**config.mk**
```make
export PLATFORM = sky130hd
export DESIGN_NAME = pc_sequencer
export DESIGN_NICKNAME = d
export VERILOG_FILES = /design/src/rtl/pc_sequencer.sv
export SDC_FILE = /design/constraint.sdc
export NUM_CORES = 1
export LEC_CHECK = 0
export CORE_MARGIN = 2
export CORE_UTILIZATION = 34
export CTS_CLUSTER_SIZE = 16
export DETAILED_ROUTE_END_ITERATION = 6
export PLACE_DENSITY = 0.55
export SLEW_MARGIN = 25
export SYNTH_ARGS = -nofsm -noshare
export SYNTH_HDL_FRONTEND = slang
export SYNTH_SLANG_ARGS = --single-unit
```
**constraint.sdc**
```tcl
create_clock -name clk -period 4.2 [get_ports clk]
set_clock_uncertainty 0.2 [all_clocks]
set_input_delay 1.26 -clock clk [delete_from_list [all_inputs] [get_ports clk]]
set_output_delay 1.26 -clock clk [all_outputs]
set_load 0.03 [all_outputs]
```
**src/rtl/pc_sequencer.sv**
```systemverilog
// pc_sequencer: two-phase fetch/exec program counter with an 8-level circular return stack.
module pc_sequencer #(
  parameter int PC_WIDTH    = 11,
  parameter int INSTR_WIDTH = 14,
  parameter int STACK_DEPTH = 8
) (
  input  logic                   clk,
  input  logic                   reset,
  output logic [PC_WIDTH-1:0]    Rom_addr_out,
  input  logic [INSTR_WIDTH-1:0] Rom_data_in,
  input  logic                   stall,
  input  logic                   skip_req,
  output logic [INSTR_WIDTH-1:0] ir_out,
  output logic                   exec_valid,
  output logic                   retlw_valid,
  output logic                   stk_ovf,
  output logic                   stk_unf
);
  localparam int SW = $clog2(STACK_DEPTH);
  localparam logic [SW:0] FULL = (SW+1)'(STACK_DEPTH);
  localparam logic [0:0] FETCH = 1'b0, EXEC = 1'b1;
  logic [PC_WIDTH-1:0]    r_pc;
  logic [INSTR_WIDTH-1:0] r_ir;
  logic [0:0]             r_state;
  logic [SW-1:0]          r_ptr;
  logic [SW:0]            r_cnt;
  logic                   r_ovf, r_unf;
  logic [PC_WIDTH-1:0]    r_stack [STACK_DEPTH];
  logic w_exec, w_goto, w_call, w_ret, w_retlw, w_push, w_pop;
  logic [PC_WIDTH-1:0] w_pc_inc, w_pc_next;
  logic [SW-1:0]       w_ptr_dec;
  assign w_exec    = r_state == EXEC;
  assign w_goto    = r_ir[13:11] == 3'b101;
  assign w_call    = r_ir[13:11] == 3'b100;
  assign w_ret     = r_ir == INSTR_WIDTH'(14'h0008);
  assign w_retlw   = r_ir[13:10] == 4'b1101;
  assign w_push    = w_exec && w_call;
  assign w_pop     = w_exec && (w_ret || w_retlw);
  assign w_pc_inc  = r_pc + PC_WIDTH'(1);
  assign w_ptr_dec = r_ptr - SW'(1);
  // flow-control opcodes take priority; skip only applies to ordinary instructions
  always_comb begin
    w_pc_next = !w_exec            ? w_pc_inc :
                (w_goto || w_call) ? r_ir[PC_WIDTH-1:0] :
                w_pop              ? r_stack[w_ptr_dec] :
                skip_req           ? w_pc_inc : r_pc;
  end
  always_ff @(posedge clk) begin
    if (reset) begin
      r_pc    <= '0;
      r_ir    <= '0;
      r_state <= FETCH;
      r_ptr   <= '0;
      r_cnt   <= '0;
      r_ovf   <= 1'b0;
      r_unf   <= 1'b0;
    end else if (!stall) begin
      r_pc    <= w_pc_next;
      r_state <= w_exec ? FETCH : EXEC;
      if (!w_exec) r_ir <= Rom_data_in;
      if (w_push) begin
        r_ptr <= r_ptr + SW'(1);
        r_cnt <= (r_cnt == FULL) ? r_cnt : r_cnt + (SW+1)'(1);
        if (r_cnt == FULL) r_ovf <= 1'b1;
      end
      if (w_pop) begin
        r_ptr <= w_ptr_dec;
        r_cnt <= (r_cnt == '0) ? r_cnt : r_cnt - (SW+1)'(1);
        if (r_cnt == '0) r_unf <= 1'b1;
      end
    end
  end
  // stack storage needs no reset; a full push simply overwrites the oldest slot
  always_ff @(posedge clk) begin
    if (!reset && !stall && w_push) r_stack[r_ptr] <= r_pc;
  end
  assign Rom_addr_out = r_pc;
  assign ir_out       = r_ir;
  assign exec_valid   = w_exec;
  assign retlw_valid  = w_exec && w_retlw;
  assign stk_ovf      = r_ovf;
  assign stk_unf      = r_unf;
endmodule

```
==> results.json <==
{
  "syn_nets": 410,
  "ant_nets": 0,
  "grt_pass1_vias": 3479,
  "worst_pin_slew_ns": 0.841,
  "nets": 479,
  "syn_avg_cell_area_um2": 13.7,
  "powerDensity_nw_per_um2": 448,
  "cp.arrival_ns": 2.28,
  "diodes": 0,
  "htree_levels": 4,
  "cts_sinks": 123,
  "post-dp-hpwl_um": 9670,
  "antenna_found_initial": 0,
  "port_buffers": 46,
  "viasPerCell": 5.32,
  "fin_crit_ns": 3.74,
  "clock_path_buffers": 2,
  "peakVddDrop_mv": 0.311,
  "synth_warnings": 0,
  "numCtsBuffers": 17,
  "cts_resized": 0,
  "drv_slew": 0,
  "start_kind": "register",
  "start_util": 0.348,
  "routed_wl_um": 14000,
  "ys_types": 63,
  "async_flop_share": 0,
  "drt_iter0_drc": 345,
  "clk_latency_ns": 0.41,
  "cp_max_fo": 13,
  "cp.required_ns": 2.74,
  "root_buffer": "clkbuf_16",
  "fmax_mhz": 268,
  "grt_usage": 0.176,
  "fp.dieW_um": 129,
  "nFillCells": 1358,
  "yosysSeqAreaShare": 0.632,
  "first_pass_iters": 5,
  "holdPathStages": 2,
  "fp.coreArea_um2": 15200,
  "synth_area_um2": 5290,
  "clock_power_share": 0.502,
  "drive_gt1_frac": 0.196,
  "final_common_cell": "edfxtp_1",
  "die-area_um2": 16600,
  "drv.max_cap_violation_count": 0,
  "p_int_mw": 2.32,
  "fin_tns_setup_ns": 0,
  "clk_pin_slew_ns": 0.06,
  "r2r_setup_slack_ns": 0.89,
  "grt_max_degree": 35,
  "final_util": 0.439,
  "cts_tree": "yes",
  "p_sw_uw": 678,
  "synth_edf_count": 88,
  "gp_congestion": 0.915,
  "r2r_cells": 9,
  "grt_pass1_wl_um": 21100,
  "io_pins": 47,
  "wl_per_cell_um": 21.3,
  "swShare": 0.226,
  "hold_path.class": "reg -> reg",
  "synthCells": 387,
  "combinationalPowerShare": 0.056,
  "relSlewSlack": 0.437,
  "fin_crit_sh": 0.890,
  "p_leak_nw": 2.35,
  "postCtsSetupRepairBufs": 0,
  "yosys_most_used_dff": "edfxtp_1",
  "syn_to_final_growth_pct": 26.3,
  "route.vias.total": 3496,
  "chipHeight_um": 129,
  "setup_viol": 0,
  "rows": 45,
  "cts_hold_buf": 0,
  "rsz0062_at_grt": "false",
  "seq_power_share": 0.442,
  "critPathKind": "reg -> out",
  "finalHoldViolCount": 0,
  "drc": 0,
  "grt_remaining_overflow": 0,
  "ys_ff_latch": 123,
  "end_kind": "primary output",
  "status": "completed",
  "final_cell_mix": "edfxtp_1, clkdlybuf4s50_1, nand2_1, dfxtp_1, nor2_1"
}
[area by class of cell]
| type | count | area (um2) | share of cell area |
|---|---|---|---|
| tap | 188 | 235 | 0.0352 |
| clock inverter | 15 | 189 | 0.0283 |
| multi-input combinational | 234 | 1810 | 0.271 |
| timing repair buffer | 69 | 633 | 0.0948 |
| clock buffer | 17 | 425 | 0.0637 |
| sequential | 123 | 3340 | 0.500 |
| inverter | 11 | 41.3 | 0.00618 |
[flip-flops by register name, indices dropped and copies added, names as in the netlist]
| register | cells |
|---|---|
| r_stack | 88 |
| ir_out | 14 |
| Rom_addr_out | 11 |
| r_cnt | 4 |
| r_ptr | 3 |
| exec_valid | 1 |
| stk_ovf | 1 |
| stk_unf | 1 |
[stage by stage]
stage / cell area [um2] / std cells / hold WS, ns / power [mW] / setup WS, ns
final: 6680 / 657 / 0.273 / 3.00 / 0.462
after global routing: 6680 / 657 / 0.308 / 3.09 / 0.340
after CTS: 6680 / 657 / 0.274 / 3.02 / 0.455
after detailed placement: 6070 / 625 / 0.266 / 1.52 / 0.774
after global placement: 6070 / 625 / 0.259 / 1.52 / 0.697
after floorplan: 5290 / 387 / 0.244 / 1.44 / 0.956
[layer usage]
layer  vias to the layer above  part of all wire  track usage
li1                       1627                 -            -
met1                      1748              0.46        0.253
met2                        98              0.46        0.262
met3                        23             0.043       0.0341
met4                         0             0.029       0.0774
met5                         -                 0            0
[worst max-delay path: stages (launching register included)]
cell and delay (ns):
dfxtp_1 0.61, and4b_1 0.25, nand2_1 0.20, inv_1 0.13, clkdlybuf4s50_1 0.67
[power by group through the flow]
stage                     Sequential, mW  Clock [mW]  Combinational (mW)
after floorplan                     1.37           0              0.0675
after global placement              1.35           0               0.166
after detailed placement            1.35           0               0.166
after CTS                           1.32        1.53               0.167
after global routing                1.33        1.59               0.179
final                               1.32        1.50               0.167
[synth_stat cells (5+ instances only)]
cell type  number  area, um2
a21oi_1        30        150
buf_2           7       35.0
clkbuf_1        7       26.3
dfxtp_1        35        701
edfxtp_1       88       2640
ha_1            5       62.6
inv_1           8       30.0
mux2i_1         7       70.1
mux4_2         19        428
nand2_1        40        150
nand3_1         7       35.0
nor2_1         35        131
nor3_1          9       45.0
nor4_1          7       43.8
[kinds of logic after synthesis]
logic type                 share of synthesized area
xor gates and xnor gates                      0.0118
adders and majority gates                     0.0118
AOI/OAI and AO/OA                             0.0894
and+or+nand+nor                                0.105
buffers and inverters                         0.0272
DFF                                            0.632
muxes                                          0.123
[worst paths after layout]
| check | end | start |
|---|---|---|
| max | retlw_valid | exec_valid$_SDFFE_PP0N_ |
| min | r_cnt[2]$_SDFFE_PP0P_ | r_cnt[2]$_SDFFE_PP0P_ |
| max reg2reg | r_cnt[3]$_SDFFE_PP0P_ | exec_valid$_SDFFE_PP0N_ |
| min reg2reg | r_cnt[2]$_SDFFE_PP0P_ | r_cnt[2]$_SDFFE_PP0P_ |
Note: power is estimated with default switching activity, not from simulation.
==> patch, RTL diff (same settings) <==
`INSTR_WIDTH`: 14 -> 28.
--- a/src/rtl/pc_sequencer.sv
+++ b/src/rtl/pc_sequencer.sv
@@ -3,3 +3,3 @@
   parameter int PC_WIDTH    = 11,
-  parameter int INSTR_WIDTH = 14,
+  parameter int INSTR_WIDTH = 28,
   parameter int STACK_DEPTH = 8
Interface: changed (resized Rom_data_in and ir_out); port bits go from 47 to 75. No check against the original RTL was run, so the function may have changed too.
==> patch against the original RTL <==
  * Combinational power is 28% higher
  * Power grew 6.7%
  * Sequential cell count up 14
  * Setup slack better by 0.39 ns
  * Synthesized area is 8.7% higher
  * Final area grew 11%
  * Synthesized cell count rose by 13%
  * Routed wire length rose by 5.8%
  * Count of clock-buffer cells in the layout grew 1
  * Critical path type unchanged
  * Largest cell class unchanged
  * Largest power group unchanged
==> patch: results (changes against the original RTL) <==
[logic_synthesis] Mapped Nets 474 [was 410]
[power_and_ir_drop] clock power share 47.2% [was 50.2%]
[sta] worst relative slew slack 39.3% [was 43.7%]
[placement] post-DP HPWL 9930 um [was 9670 um]
[grt] GR met3 Demand/Resource 5.74% [was 3.41%]
[logic_synthesis] fraction of the yosys area taken by sequential cells 63.0% [was 63.2%]
[logic_synthesis] number of distinct standard cells referenced by the synthesized netlist 55 [was 63]
[logic_synthesis] most instantiated cells after synthesis sky130_fd_sc_hd__edfxtp_1 (88), sky130_fd_sc_hd__nand2_1 (75), sky130_fd_sc_hd__dfxtp_1 (49) [was sky130_fd_sc_hd__edfxtp_1 (88), sky130_fd_sc_hd__nand2_1 (40), sky130_fd_sc_hd__dfxtp_1 (35), sky130_fd_sc_hd__nor2_1 (35), sky130_fd_sc_hd__a21oi_1 (30)]
[route] ratio of routed vias to standard cells 5.24 [was 5.32]
[route] via count 4010 [was 3496]
[status] run status completed [unchanged]
[grt] first-pass GRT wire length 23600 um [was 21100 um]
[min_path] Hold Crit Endpoint ir_out[27] [was r_cnt[2]]
[route] violation count after the first detailed-route iteration 389 [was 345]
[placement] PortBufs 74 [was 46]
[placement] cell total after placement 733 [was 625]
[power_and_ir_drop] worst vdd rail ir drop 300 uV [was 311 uV]
[sta] Post-Route Hold Slack 0.272 ns [was 0.273 ns]
[floorplan] num rows 47 [was 45]
[placement] Post-Place Cell Area 6830 um^2 [was 6070 um^2]
[route] Total Wirelength 14800 um [was 14000 um]
[grt] vias in the first global route 4137 [was 3479]
[route] detailed route wirelength on metal2 7070 um [was 6490 um]
[placement] placer's final routability congestion estimate 0.823 [was 0.915]
[cells_and_area] Total Nets Final 570 [was 479]
patch: cell types whose count changed in the layout (fill, tap and decap cells not counted), moves of 3 or more:
cell / before / now
sky130_fd_sc_hd__mux4_2: 19 / 11
sky130_fd_sc_hd__a21oi_1: 30 / 41
sky130_fd_sc_hd__a31oi_1: 4 / 7
sky130_fd_sc_hd__nor2_1: 35 / 19
sky130_fd_sc_hd__dfxtp_1: 35 / 49
sky130_fd_sc_hd__nand2_1: 40 / 75
sky130_fd_sc_hd__clkdlybuf4s50_1: 46 / 73
sky130_fd_sc_hd__mux4_1: 3 / 11
sky130_fd_sc_hd__o22ai_1: 2 / 7
sky130_fd_sc_hd__a221o_1: 0 / 4
sky130_fd_sc_hd__and3_1: 2 / 7
sky130_fd_sc_hd__a41oi_1: 0 / 3
sky130_fd_sc_hd__mux2_2: 4 / 7
sky130_fd_sc_hd__mux2i_1: 7 / 4
patch: how the worst max path moves through the flow:
stage / from / to / slack, ns / cells past startpoint
after floorplan: stall / r_stack[1][0] / 0.60 / 4
after global placement: stall / r_stack[7][2] / 0.58 / 5
after detailed placement: stall / r_stack[4][6] / 0.44 / 5
after CTS: ir_out[11] / retlw_valid / 0.82 / 4
after global routing: stall / r_stack[5][3] / 0.72 / 5
final: ir_out[11] / retlw_valid / 0.85 / 4
patch: final cells by class:
class	instances	area, um^2
clock buffers	18	429
clock inverters	14	171
fillers	1536	9160
inverters	11	41.3
multi-input cells	268	1980
flip-flops and latches	137	3620
well taps	220	275
repair buffers	97	908
patch: kinds of logic after synthesis:
| kind of cell | synth area share [%] |
|---|---|
| compound gates | 10.4 |
| xor+xnor | 0.762 |
| fa+ha+maj | 1.44 |
| buf+inv | 2.63 |
| flops | 63.0 |
| mux | 11.4 |
| simple gates | 10.3 |
